==> config.mk <==
export PLATFORM = sky130hd
export DESIGN_NAME = bsg_cache_dma_to_sram
export DESIGN_NICKNAME = d
export VERILOG_FILES = /design/src/rtl/bsg_cache_dma_to_sram.sv
export SDC_FILE = /design/constraint.sdc
export NUM_CORES = 1
export LEC_CHECK = 0
export CAP_MARGIN = 40
export CORE_AREA = 2 2 148 150
export DETAILED_ROUTE_END_ITERATION = 10
export DIE_AREA = 0 0 150 152
export GPL_ROUTABILITY_DRIVEN = 1
export PLACE_DENSITY = 0.75
export SLEW_MARGIN = 20
export SYNTH_ARGS = -nofsm -noshare
export SYNTH_HDL_FRONTEND = slang
export SYNTH_SLANG_ARGS = --single-unit
export TNS_END_PERCENT = 100
==> constraint.sdc <==
create_clock -name clk_i -period 7.7 [get_ports clk_i]
set_clock_uncertainty 0.15 [all_clocks]
set_input_delay 1.54 -clock clk_i [delete_from_list [all_inputs] [get_ports clk_i]]
set_output_delay 1.54 -clock clk_i [all_outputs]
set_load 0.005 [all_outputs]
==> src/rtl/bsg_cache_dma_to_sram.sv <==
// ---------------------------------------------------------------------------
// bsg_cache_dma_to_sram
//
// Downstream DMA endpoint for bsg_cache backed by an on-chip, single-port
// SRAM with a one-cycle synchronous read. It serves one block transfer at a
// time: a fill (read) streams a whole block back to the cache, and an
// eviction (write) stores the words whose mask bit is set.
//
// Optional feature macro: BSG_CACHE_DMA_TO_SRAM_STATS_EN
//   defined   -> fill_count_o / evict_count_o count completed transfers
//   undefined -> both count ports are tied to zero, no counter flops
//
// Ports:
//   clk_i, reset_i            clock, synchronous active-high reset
//   dma_pkt_i/_v_i/_yumi_o    {write_not_read, addr, mask} request packet
//   dma_data_o/_v_o/_ready_i  fill words returned to the cache
//   dma_data_i/_v_i/_yumi_o   evicted words arriving from the cache
//   mem_v_o/_w_o/_addr_o      SRAM access enable, write select, word address
//   mem_data_o / mem_data_i   SRAM write data / read data (one cycle later)
//   fill_count_o              completed fills (stats feature)
//   evict_count_o             completed evictions (stats feature)
// ---------------------------------------------------------------------------
module bsg_cache_dma_to_sram #(
   parameter int addr_width_p          = 30,
   parameter int data_width_p          = 64,
   parameter int block_size_in_words_p = 8,
   parameter int els_p                 = 2048,
   localparam int mem_addr_width_lp    = (els_p > 1) ? $clog2(els_p) : 1,
   localparam int dma_pkt_width_lp     = 1 + addr_width_p + block_size_in_words_p
) (
   input  logic                         clk_i,
   input  logic                         reset_i,

   input  logic [dma_pkt_width_lp-1:0]  dma_pkt_i,
   input  logic                         dma_pkt_v_i,
   output logic                         dma_pkt_yumi_o,

   output logic [data_width_p-1:0]      dma_data_o,
   output logic                         dma_data_v_o,
   input  logic                         dma_data_ready_i,

   input  logic [data_width_p-1:0]      dma_data_i,
   input  logic                         dma_data_v_i,
   output logic                         dma_data_yumi_o,

   output logic                         mem_v_o,
   output logic                         mem_w_o,
   output logic [mem_addr_width_lp-1:0] mem_addr_o,
   output logic [data_width_p-1:0]      mem_data_o,
   input  logic [data_width_p-1:0]      mem_data_i,

   output logic [31:0]                  fill_count_o,
   output logic [31:0]                  evict_count_o
);

   localparam int lgWordBytes = $clog2(data_width_p / 8);
   localparam int lgBlock     = $clog2(block_size_in_words_p);
   localparam int cntWidth    = lgBlock + 1;
   localparam int idxWidth    = (lgBlock > 0) ? lgBlock : 1;

   localparam logic [cntWidth-1:0]          lastWordIdx = cntWidth'(block_size_in_words_p - 1);
   localparam logic [cntWidth-1:0]          blockWords  = cntWidth'(block_size_in_words_p);
   localparam logic [mem_addr_width_lp-1:0] offsetMask  = mem_addr_width_lp'(block_size_in_words_p - 1);

   typedef enum logic [1:0] {
      eIdle,
      eRead,
      eWrite
   } state_e;

   state_e                         state_q, state_d;
   logic [mem_addr_width_lp-1:0]   base_q, base_d;
   logic [block_size_in_words_p-1:0] mask_q, mask_d;
   // wordCnt counts issued reads during a fill and consumed words during an evict
   logic [cntWidth-1:0]            wordCnt_q, wordCnt_d;
   logic [cntWidth-1:0]            sentCnt_q, sentCnt_d;
   logic                           inFlight_q, inFlight_d;

   logic [data_width_p-1:0]        fifoMem_q [2];
   logic [1:0]                     fifoCnt_q, fifoCnt_d;
   logic                           wrPtr_q, wrPtr_d;
   logic                           rdPtr_q, rdPtr_d;

   logic                           pktWriteNotRead;
   logic [addr_width_p-1:0]        pktWordAddr;
   logic [block_size_in_words_p-1:0] pktMask;
   logic                           unusedAddrBits;

   logic                           fifoEmpty;
   logic                           headValid;
   logic [data_width_p-1:0]        headData;
   logic                           deq;
   logic                           deqFifo;
   logic                           enq;
   logic                           issue;
   logic                           lastFillHs;
   logic                           lastEvictYumi;
   logic [mem_addr_width_lp-1:0]   curAddr;

   // Split the request packet. The word address is the byte address scaled
   // down to words; only the bits that fit the SRAM depth are kept, so block
   // addresses alias silently beyond els_p words.
   always_comb begin
      pktWriteNotRead = dma_pkt_i[dma_pkt_width_lp-1];
      pktWordAddr     = dma_pkt_i[block_size_in_words_p +: addr_width_p] >> lgWordBytes;
      pktMask         = dma_pkt_i[block_size_in_words_p-1:0];
      unusedAddrBits  = ^pktWordAddr;
   end

   // Two-entry return FIFO with a fall-through path: when the FIFO is empty
   // the SRAM read data is presented directly, so the first word is visible
   // in the same cycle it comes out of the SRAM. A read is only issued when
   // the FIFO plus the read in flight leave room, so nothing is ever lost
   // while the cache is backpressuring.
   always_comb begin
      fifoEmpty  = (fifoCnt_q == 2'd0);
      headValid  = !fifoEmpty || inFlight_q;
      headData   = fifoEmpty ? mem_data_i : fifoMem_q[rdPtr_q];
      deq        = headValid && dma_data_ready_i;
      deqFifo    = deq && !fifoEmpty;
      enq        = inFlight_q && !(fifoEmpty && deq);
      issue      = (state_q == eRead) && (wordCnt_q != blockWords)
                   && ((fifoCnt_q + {1'b0, inFlight_q}) < 2'd2);
      fifoCnt_d  = fifoCnt_q + 2'(enq) - 2'(deqFifo);
      wrPtr_d    = wrPtr_q ^ enq;
      rdPtr_d    = rdPtr_q ^ deqFifo;
      inFlight_d = issue;
      dma_data_v_o = headValid;
      dma_data_o   = headValid ? headData : '0;
   end

   // Events marking the end of a transfer, shared by the FSM and the stats.
   always_comb begin
      lastFillHs    = (state_q == eRead) && deq && (sentCnt_q == lastWordIdx);
      lastEvictYumi = (state_q == eWrite) && dma_data_v_i && (wordCnt_q == lastWordIdx);
      curAddr       = base_q + mem_addr_width_lp'(wordCnt_q);
   end

   // Transfer FSM: next state and all handshake / SRAM outputs.
   always_comb begin
      state_d         = state_q;
      base_d          = base_q;
      mask_d          = mask_q;
      wordCnt_d       = wordCnt_q;
      sentCnt_d       = sentCnt_q;
      dma_pkt_yumi_o  = 1'b0;
      dma_data_yumi_o = 1'b0;
      mem_v_o         = 1'b0;
      mem_w_o         = 1'b0;
      mem_addr_o      = '0;
      mem_data_o      = '0;

      case (state_q)
         eIdle: begin
            dma_pkt_yumi_o = dma_pkt_v_i;
            if (dma_pkt_v_i) begin
               base_d    = pktWordAddr[mem_addr_width_lp-1:0] & ~offsetMask;
               mask_d    = pktMask;
               wordCnt_d = '0;
               sentCnt_d = '0;
               state_d   = pktWriteNotRead ? eWrite : eRead;
            end
         end

         eRead: begin
            mem_v_o = issue;
            if (issue) begin
               mem_addr_o = curAddr;
               wordCnt_d  = wordCnt_q + 1'b1;
            end
            if (deq) begin
               sentCnt_d = sentCnt_q + 1'b1;
            end
            if (lastFillHs) begin
               state_d = eIdle;
            end
         end

         eWrite: begin
            dma_data_yumi_o = dma_data_v_i;
            if (dma_data_v_i) begin
               if (mask_q[wordCnt_q[idxWidth-1:0]]) begin
                  mem_v_o    = 1'b1;
                  mem_w_o    = 1'b1;
                  mem_addr_o = curAddr;
                  mem_data_o = dma_data_i;
               end
               wordCnt_d = wordCnt_q + 1'b1;
            end
            if (lastEvictYumi) begin
               state_d = eIdle;
            end
         end

         default: begin
            state_d = eIdle;
         end
      endcase
   end

   // Control state. Clearing inFlight on reset drops any SRAM read that
   // returns after reset instead of pushing it into the FIFO.
   always_ff @(posedge clk_i) begin
      if (reset_i) begin
         state_q    <= eIdle;
         base_q     <= '0;
         mask_q     <= '0;
         wordCnt_q  <= '0;
         sentCnt_q  <= '0;
         inFlight_q <= 1'b0;
         fifoCnt_q  <= '0;
         wrPtr_q    <= 1'b0;
         rdPtr_q    <= 1'b0;
      end else begin
         state_q    <= state_d;
         base_q     <= base_d;
         mask_q     <= mask_d;
         wordCnt_q  <= wordCnt_d;
         sentCnt_q  <= sentCnt_d;
         inFlight_q <= inFlight_d;
         fifoCnt_q  <= fifoCnt_d;
         wrPtr_q    <= wrPtr_d;
         rdPtr_q    <= rdPtr_d;
      end
   end

   // FIFO storage; validity is tracked by the counter, so no reset needed.
   always_ff @(posedge clk_i) begin
      if (enq) begin
         fifoMem_q[wrPtr_q] <= mem_data_i;
      end
   end

`ifdef BSG_CACHE_DMA_TO_SRAM_STATS_EN
   logic [31:0] fillCount_q;
   logic [31:0] evictCount_q;

   // Completed-transfer counters; they wrap naturally at 2^32.
   always_ff @(posedge clk_i) begin
      if (reset_i) begin
         fillCount_q  <= '0;
         evictCount_q <= '0;
      end else begin
         if (lastFillHs) begin
            fillCount_q <= fillCount_q + 32'd1;
         end
         if (lastEvictYumi) begin
            evictCount_q <= evictCount_q + 32'd1;
         end
      end
   end

   assign fill_count_o  = fillCount_q;
   assign evict_count_o = evictCount_q;
`else
   assign fill_count_o  = 32'd0;
   assign evict_count_o = 32'd0;
`endif

endmodule

==> results of run 1 <==
==> routing by layer <==
metal / GRT usage, % / vias to the layer above
li1: - / 2939
met1: 22.90 / 2832
met2: 27.83 / 177
met3: 3.874 / 19
met4: 4.492 / 0
met5: 0 / -
==> cell type report <==
class	count	share of cell area [%]
inverter	13	0.4244
clock buffer	18	3.733
clock inverter	14	1.382
timing repair buffer	303	26.79
multi-input combinational	484	25.75
tap	280	3.047
sequential	159	38.87
==> layout by cell type, fill, tap and decap left out, types with 3 or more instances in the layout <==
| cell | count |
|---|---|
| a211o_1 | 4 |
| a31o_2 | 3 |
| nand2b_1 | 3 |
| inv_8 | 3 |
| nor2b_1 | 3 |
| edfxtp_1 | 128 |
| nand4_1 | 5 |
| o31ai_1 | 3 |
| clkdlybuf4s50_1 | 293 |
| conb_1 | 64 |
| nand3b_1 | 3 |
| nor2_1 | 15 |
| and2_1 | 65 |
| mux2i_1 | 65 |
| buf_4 | 6 |
| clkbuf_16 | 17 |
| nand3_1 | 72 |
| xor2_1 | 8 |
| dfxtp_1 | 29 |
| buf_16 | 3 |
| o21ai_0 | 68 |
| ha_1 | 10 |
| clkinv_4 | 5 |
| inv_1 | 12 |
| nand2_1 | 45 |
| a21oi_1 | 21 |
==> final timing paths <==
path | startpoint | endpoint | slack (ns)
hold / removal | mask_q[1] | mask_q[1] | 0.31
hold reg to reg | mask_q[1] | mask_q[1] | 0.31
setup reg to reg | inFlight_q | fifoMem_q[1][52] | 5.09
setup / recovery | dma_data_v_i | mem_data_o[23] | 2.22
==> state kept, by name (all words and copies together), names as in the netlist <==
signal	count
fifoMem_q	128
rdPtr_q	1
state_q	2
fifoCnt_q	2
sentCnt_q	4
inFlight_q	1
wrPtr_q	1
base_q	8
wordCnt_q	4
mask_q	8
==> power by group <==
part / switching, mW / leakage [nW] / total, mW / internal [mW]
registers: 0.0289 / 1.41 / 0.993 / 0.964
clock network: 0.361 / 0.279 / 0.819 / 0.457
logic: 0.272 / 2.23 / 0.575 / 0.303
total: 0.663 / 3.92 / 2.39 / 1.72
==> per-stage QoR <==
stage / power (mW) / cells
6_report: 2.387 / 1271
5_1_grt: 2.499 / 1271
4_1_cts: 2.415 / 1271
3_5_place_dp: 1.591 / 1239
3_3_place_gp: 1.569 / 1235
2_1_floorplan: 1.298 / 764
==> cell families after synthesis <==
family          after synthesis  share of synthesized area, %
simple gates                223                         14.71
flops                       159                         56.33
buf+inv                     121                         9.536
compound gates              110                         7.862
mux                          67                         8.778
fa+ha+maj                    11                         1.737
xor+xnor                      9                        0.9947
other cells                   1                       0.04732
==> worst min-delay path: cells and delay by family (launching register included) <==
family	cells	cell delay, ns
AND/OR/NAND/NOR	1	0.05
flip-flops	1	0.31
AO/OA/AOI/OAI	1	0.05
==> results.md, run 1 <==
* Critical Path Start Type: input pin
* Critical path data arrival time at 3.79 ns
* IO Port Bufs at 293
* Critical Path Fanout Max at 42
* Global-route wire length before repair at 30.54 mm
* Max IR drop VDD at 0.1787 mV
* FF+latch count, synth at 159
* Synth-to-layout area growth at 45.07%
* Final worst setup slack at 2.217 ns
* Crit-path cells: clkdlybuf4s50_1 -> and2_1 -> a21boi_4 -> buf_16 -> and2_1 -> clkdlybuf4s50_1
* Post-CTS Hold Fix Bufs at 0
* Share of the synthesized area in the top cell type at 48.50%
* Post-place instance area at 0.01091 mm^2
* Final setup viols at 0
* Hold crit path type: flop to flop
* Vias in the first global route at 5773
* Outcome: complete, no violations
* TritonRoute pass-1 iters at 4
* H-tree Lvls at 4
* Setup TNS at 0 ns
* Syn_area_per_cell at 11.31 um^2
* Final GP Congestion at 0.7670
* Worst r2r path cells at 5
* Netlist Area Pre-Place at 0.007925 mm^2
* Crit. End Element: primary output
* Commonest cells post-synth: 128 x edfxtp_1, 72 x nand3_1, 68 x o21ai_0
* Final ANT Viol Nets at 0
* PostCTS Resize Cnt at 0
* Area of the die at 0.02280 mm^2
* Worst slack, placed at 2.266 ns
* Yosys top cell by area: edfxtp_1
* Clock latency at the later pin of the worst-skew pair at 0.42 ns
* Leakage at 3.919 nW
* Cell family with most CP delay: buffers and inverters
* Synth Flop Type: edfxtp_1
* CP max stage delay at 0.53 ns
* Post-synth cell types at 45
* Register area share after synthesis at 56.33%
* Final routed DRC violation total at 0
* Num ports at 380
* Slew @ Worst Pin at 0.8399 ns
* Tot GR Track Use at 17.06%
* Fin crit share at 71.21%
* Starting Density at 37.12%
* Width of the die at 150 um
* CP max stage cell: a21boi_4
* Crit Path Category: input pin to primary output
* Top sig layer: met4
* Core ar. at 0.02135 mm^2
* Design area at 0.01150 mm^2
* Post-Route WL at 19.78 mm
* Top cells by area, synth: edfxtp_1 49%, mux2i_1 8.2%, dfxtp_1 7.8%
* Antenna Cells at 0
* Crit path required time at 6.01 ns
* Worst path bufs/invs at 3
* Fillers at 1848
* Sink Count at 159
* Detailed Route Iter0 Violations at 324
* Initial antenna violation count at 2
* Worst hold slack at 0.3051 ns
* Die height at 152 um
* Area of the multi-input gates at 0.002960 mm^2
* Nets at 1161
* Yosys warns at 0
* Cell with the most instances after synthesis: edfxtp_1
* Met2 wire length at 9.347 mm
* Routed len/inst at 15.56 um
* Max-slew violations at 0
* Routed vias at 5967
* Final min period at 5.483 ns
* WHS Path Cells at 2
* Cells after synthesis at 701
* Grt total ovfl at 0
* CTS clk-pin slew, worst paths at 0.07 ns
* Rows at 54
* EDFF count, synth at 128
* Met3 wire length at 1.172 mm
* Ys async rst share at 0%
* # Post-CTS Setup Buffers at 0
* Rel. slew slack at 44.00%
* Pin count of the biggest net entering global routing at 73
* Clock Tree Root: clkbuf_16
* Maxcap violations at 0
* Final hold violations at 0
* CTS Buffer Depth at 2
* Post-DP HPWL at 13.42 mm
* Vias per inst at 4.695
* Critical Path Stages at 6
* Num CTS Buffers at 17
* CTS tree: done
* P per Cell Area at 207.6 mW/mm^2
* Final Core Density at 53.85%
* Reg area at 0.004469 mm^2
* Share of layout cells above drive strength 1 at 5.247%
* Unrepaired setup endpoints after global routing: no
* WL met1 at 9.011 mm
* Max Clock Freq at 0.1824 GHz
No activity file was read; power rests on OpenSTA's default activity.
==> inputs of run 2 (changes only) <==
Settings changed: CORE_AREA 2 2 148 150 to default, CORE_UTILIZATION from default to 37, DIE_AREA 0 0 150 152 to default, PLACE_DENSITY 0.75 to 0.77.
Clock period 7.7 ns to 4.4 ns, I/O delays scaled along.
==> results.md, run 2 (same netlist as run 1, synthesis figures left out) <==
* Maxcap violations at 0 (unchanged)
* Routed len/inst at 15.55 um (was 15.56 um)
* Sink Count at 159 (unchanged)
* Vias in the first global route at 5593 (was 5773)
* Tot GR Track Use at 17.52% (was 17.06%)
* Clock latency at the later pin of the worst-skew pair at 0.42 ns (about the same)
* Int Power at 2.967 mW (was 1.724 mW)
* Final hold violations at 0 (unchanged)
* Power share of the clock group at 34.0% (was 34.3%)
* P per Cell Area at 362.4 mW/mm^2 (was 207.6 mW/mm^2)
* Most frequent cells in the layout: 293 x clkdlybuf4s50_1, 128 x edfxtp_1, 72 x nand3_1 (unchanged)
* Fillers at 1800 (was 1848)
* Slew @ Worst Pin at 0.7768 ns (was 0.8399 ns)
* Largest regs: fifoMem_q x128, base_q x8, mask_q x8 (unchanged)
* Final routed DRC violation total at 0 (unchanged)
* CP max stage cell: clkdlybuf4s50_1 (was a21boi_4)
* PostCTS Resize Cnt at 0 (unchanged)
* Fin crit share at 87.85%
* Routed vias at 5911 (was 5967)
* Max-slew violations at 0 (unchanged)
* Clock Tree Root: clkbuf_16 (unchanged)
* Crit-path cells: clkdlybuf4s50_1 -> and2_1 -> a21boi_4 -> buf_12 -> and2_1 -> clkdlybuf4s50_1 (was clkdlybuf4s50_1 -> and2_1 -> a21boi_4 -> buf_16 -> and2_1 -> clkdlybuf4s50_1)
* Critical Path Start Type: input pin (unchanged)
* Area of the die at 0.02201 mm^2 (was 0.02280 mm^2)
* Post-DP HPWL at 13.63 mm (was 13.42 mm)
* Hold crit path type: flop to flop (unchanged)
* Flop pwr share at 42.0% (was 41.6%)
* Leakage at 3.901 nW (was 3.919 nW)
* Global-route wire length before repair at 29.55 mm (was 30.54 mm)
* Max Clock Freq at 0.2587 GHz
* CTS tree: done (unchanged)
* Vias per inst at 4.673 (was 4.695)
* Cell family with most CP delay: buffers and inverters (unchanged)
* Final ANT Viol Nets at 0 (unchanged)
* Post-CTS Hold Fix Bufs at 0 (unchanged)
* CTS clk-pin slew, worst paths at 0.07 ns (about the same)
* Pin count of the biggest net entering global routing at 72 (was 73)
* Switching pwr at 1.187 mW (was 0.6629 mW)
* Setup TNS at 0 ns (unchanged)
* Num CTS Buffers at 17 (unchanged)
* Critical path data arrival time at 2.84 ns (was 3.79 ns)
* Gate power share at 23.9% (was 24.1%)
* Unrepaired setup endpoints after global routing: no (unchanged)
* Crit path required time at 3.37 ns (was 6.01 ns)
* Largest reg by FF count: fifoMem_q (unchanged)
* Starting Density at 37.70% (was 37.12%)
* Most common cell after layout, fill and taps aside: clkdlybuf4s50_1 (unchanged)
* TritonRoute pass-1 iters at 4 (unchanged)
* CTS Buffer Depth at 2 (unchanged)
* Final GP Congestion at 0.7904 (was 0.7670)
* Rows at 53 (was 54)
* Num ports at 380 (unchanged)
* Max FFs per register at 128 (unchanged)
* Grt total ovfl at 0 (unchanged)
* Max IR drop VDD at 0.2675 mV (was 0.1787 mV)
* Crit. End Element: primary output (unchanged)
* Core ar. at 0.02102 mm^2 (was 0.02135 mm^2)
* Synth-to-layout area growth at 44.63% (was 45.07%)
* Width of the die at 148.4 um (was 150 um)
* Rel. slew slack at 48.21% (was 44.00%)
* Die height at 148.4 um (was 152 um)
* Outcome: complete, no violations (unchanged)
* Post-Route WL at 19.68 mm (was 19.78 mm)
* Worst path bufs/invs at 3 (unchanged)
* Share of layout cells above drive strength 1 at 5.354% (was 5.247%)
* # Post-CTS Setup Buffers at 0 (unchanged)
* Tot Pwr at 4.154 mW (was 2.387 mW)
* Reg area at 0.004469 mm^2 (unchanged)
* H-tree Lvls at 4 (unchanged)
* Initial antenna violation count at 0 (was 2)
* Detailed Route Iter0 Violations at 236 (was 324)
* Crit Path Category: input pin to primary output (unchanged)
* Switching Share at 28.57% (was 27.77%)
* Final setup viols at 0 (unchanged)
* Critical Path Fanout Max at 65 (was 42)
* CP max stage delay at 0.52 ns (was 0.53 ns)
* Antenna Cells at 0 (unchanged)
* Nets at 1160 (was 1161)
* Area of the multi-input gates at 0.002960 mm^2 (unchanged)
* IO Port Bufs at 293 (unchanged)
* Final min period at 3.865 ns
==> run 2: power by group through the flow <==
stage                     clock network (mW)  logic, mW  registers, mW
final                                   1.41      0.994           1.75
after global placement                     0      0.982           1.78
after detailed placement                   0      0.998           1.78
after global routing                    1.50       1.08           1.75
after floorplan                            0      0.524           1.75
after CTS                               1.45       1.00           1.75
==> run 2: area by class of cell <==
cell class,instances,share of cell area (%)
clock buffers,17,3.711
multi-input cells,484,25.83
inverters,13,0.4257
repair buffers,302,26.61
clock inverters,15,1.430
flip-flops and latches,159,38.99
well taps,275,3.002
==> run 2: worst reg2reg max path, stage by stage, from the launching register on <==
cell and delay [ns]:
dfxtp_2 0.34, buf_4 0.63, a21boi_0 0.33, and2_2 0.62, buf_12 0.32
==> run 2: final timing paths <==
check,startpoint,endpoint,slack (ns),cells after the start
max,dma_data_v_i,mem_data_o[22],0.53,6
min,mask_q[5],mask_q[5],0.31,2
max reg2reg,inFlight_q,fifoMem_q[1][10],1.67,4
min reg2reg,mask_q[5],mask_q[5],0.31,2
==> run 2: routing by layer <==
metal | track usage [%] | wire (um) | up-vias
li1 | - | - | 2939
met4 | 6.495 | 391 | 0
met5 | 0 | 0 | -
met3 | 3.436 | 983 | 25
met1 | 23.69 | 9069 | 2754
met2 | 27.79 | 9232 | 193
==> run 2: through the flow <==
| stage | cell area (um^2) | util (%) | hold slack [ns] | cells | worst slack [ns] |
|---|---|---|---|---|---|
| after detailed placement | 10870 | 51.72 | 0.2989 | 1233 | 0.5721 |
| after floorplan | 8162 | - | 0.2831 | 764 | 1.169 |
| final | 11460 | 54.53 | 0.3089 | 1265 | 0.5346 |
| after global routing | 11460 | 54.53 | 0.3292 | 1265 | 0.4548 |
| after CTS | 11460 | 54.53 | 0.3086 | 1265 | 0.5547 |
| after global placement | 10870 | 51.72 | 0.2920 | 1233 | 0.5727 |
==> inputs of run 3 (changes only) <==
Settings changed: CORE_UTILIZATION 37 to 30, DONT_BUFFER_PORTS from default to 1, HOLD_SLACK_MARGIN from default to 0.06, PLACE_DENSITY 0.77 to default.
==> results.md, run 3 (same netlist as run 1, synthesis figures left out) <==
* Outcome: complete, no violations (unchanged)
* Setup TNS at 0 ns (unchanged)
* Core ar. at 0.02598 mm^2 (was 0.02102 mm^2)
* Num CTS Buffers at 17 (unchanged)
* Tot GR Track Use at 12.34% (was 17.52%)
* Final ANT Viol Nets at 0 (unchanged)
* Crit-path cells: buf_4 -> mux2i_1 -> o21ai_0 (was clkdlybuf4s50_1 -> and2_1 -> a21boi_4 -> buf_12 -> and2_1 -> clkdlybuf4s50_1)
* Rows at 59 (was 53)
* Final min period at 3.157 ns (was 3.865 ns)
* Antenna Cells at 0 (unchanged)
* Max Clock Freq at 0.3168 GHz (was 0.2587 GHz)
* Share of layout cells above drive strength 1 at 7.846% (was 5.354%)
* Met2 wire length at 8.071 mm (was 9.232 mm)
* Crit. End Element: primary output (unchanged)
* H-tree Lvls at 4 (unchanged)
* Largest reg by FF count: fifoMem_q (unchanged)
* Detailed Route Iter0 Violations at 333 (was 236)
* Max-slew violations at 0 (unchanged)
* Vias per inst at 4.666 (was 4.673)
* P per Cell Area at 443.9 mW/mm^2 (was 362.4 mW/mm^2)
* Sink Count at 159 (unchanged)
* Nets at 871 (was 1160)
* Reg area at 0.004469 mm^2 (unchanged)
* Routed vias at 4834 (was 5911)
* Unrepaired setup endpoints after global routing: no (unchanged)
* Post-CTS Hold Fix Bufs at 0 (unchanged)
* Max FFs per register at 128 (unchanged)
* Clock Tree Root: clkbuf_16 (unchanged)
* WL met1 at 7.813 mm (was 9.069 mm)
* Crit Path Category: flop to primary output (was input pin to primary output)
* Rel. slew slack at 49.22% (was 48.21%)
* Die height at 164.5 um (was 148.4 um)
* Top sig layer: met5 (was met4)
* Largest regs: fifoMem_q x128, base_q x8, mask_q x8 (unchanged)
* Final hold violations at 0 (unchanged)
* Inst Count DP at 1003 (was 1233)
* Clock latency at the later pin of the worst-skew pair at 0.41 ns (was 0.42 ns)
* Starting Density at 30.50% (was 37.70%)
* Vias in the first global route at 4369 (was 5593)
* Pin count of the biggest net entering global routing at 56 (was 72)
* Crit path required time at 3.37 ns (about the same)
* Maxcap violations at 0 (unchanged)
* Most common cell after layout, fill and taps aside: edfxtp_1 (was clkdlybuf4s50_1)
* Critical Path Start Type: flop (was input pin)
* Initial antenna violation count at 2 (was 0)
* CP max stage delay at 0.85 ns (was 0.52 ns)
* Num ports at 380 (unchanged)
* Leakage at 2.862 nW (was 3.901 nW)
* Routed len/inst at 16.82 um (was 15.55 um)
* CTS tree: done (unchanged)
* Fin crit share at 71.74% (was 87.85%)
* CTS clk-pin slew, worst paths at 0.07 ns (about the same)
* Synth-to-layout area growth at 9.125% (was 44.63%)
* Max IR drop VDD at 0.2107 mV (was 0.2675 mV)
* CTS Buffer Depth at 2 (unchanged)
* Fillers at 2587 (was 1800)
* PostCTS Resize Cnt at 0 (unchanged)
* CP max stage cell: dfxtp_4 (was clkdlybuf4s50_1)
* Slew @ Worst Pin at 0.7617 ns (was 0.7768 ns)
* Post-Route WL at 17.42 mm (was 19.68 mm)
* Final Non-Filler Cells at 1036 (was 1265)
* Grt total ovfl at 0 (unchanged)
* Area of the multi-input gates at 0.002960 mm^2 (unchanged)
* Final GP Congestion at 0.7121 (was 0.7904)
* Final routed DRC violation total at 0 (unchanged)
* # Post-CTS Setup Buffers at 0 (unchanged)
* Most frequent cells in the layout: 128 x edfxtp_1, 72 x nand3_1, 68 x o21ai_0 (was 293 x clkdlybuf4s50_1, 128 x edfxtp_1, 72 x nand3_1)
* IO Port Bufs at 0 (was 293)
* Met3 wire length at 1.361 mm (was 983 um)
* Hold crit path type: flop to flop (unchanged)
* Area of the die at 0.02707 mm^2 (was 0.02201 mm^2)
* Worst hold slack at 0.3005 ns (was 0.3089 ns)
* Tot Pwr at 3.839 mW (was 4.154 mW)
* Critical path data arrival time at 2.13 ns (was 2.84 ns)
* TritonRoute pass-1 iters at 6 (was 4)
* Critical Path Fanout Max at 40 (was 65)
* Post-DP HPWL at 12.02 mm (was 13.63 mm)
* Width of the die at 164.5 um (was 148.4 um)
* Final setup viols at 0 (unchanged)
* Global-route wire length before repair at 25.19 mm (was 29.55 mm)
run 3: changes by cell type in the layout (fill, tap and decap cells not counted), sizes merged:
cell / change
clkdlybuf4s50: -293
buf: +4
bufinv: +2
inv: -2
clkbuf: +1
clkinvlp: -1
run 3: layer usage:
layer | GRT usage, % | up-vias
li1 | - | 2346
met1 | 16.50 | 2264
met2 | 18.81 | 206
met3 | 4.018 | 16
met4 | 3.837 | 2
met5 | 0 | -
run 3: cell type report:
cell class,count,area share [%]
Clock buffer,18,4.962
Clock inverter,14,2.069
Inverter,13,0.5642
Multi-Input combinational cell,484,34.23
Sequential cell,159,51.68
Tap cell,335,4.847
Timing Repair Buffer,13,1.649
run 3: critical path, delay by kind of cell (launching register included):
kind,cells,cell delay (ns)
multiplexers,1,0.12
flip-flops,1,0.85
buffers and inverters,1,0.41
AO/OA/AOI/OAI,1,0.33
run 3: path summary, 6_finish.rpt:
path,slack (ns),end,depth (start not counted),from
min,0.30,mask_q[1],2,mask_q[1]
max reg2reg,1.95,fifoMem_q[0][37],4,inFlight_q
max,1.24,dma_data_o[47],3,rdPtr_q
min reg2reg,0.30,mask_q[1],2,mask_q[1]
run 3: through the flow:
step           instance area, um^2  util, %  setup WS, ns
2_1_floorplan                 8162        -         1.169
3_3_place_gp                  7993    30.76         1.158
3_5_place_dp                  8020    30.86         1.446
4_1_cts                       8628    33.20        0.9913
5_1_grt                       8648    33.28         1.046
6_report                      8648    33.28         1.243
run 3: power breakdown:
| group | total, mW | switching (mW) | internal, mW | leakage (nW) |
|---|---|---|---|---|
| Sequential | 1.75 | 0.0645 | 1.69 | 1.41 |
| Clock | 1.50 | 0.644 | 0.859 | 0.292 |
| Combinational | 0.582 | 0.387 | 0.195 | 1.16 |
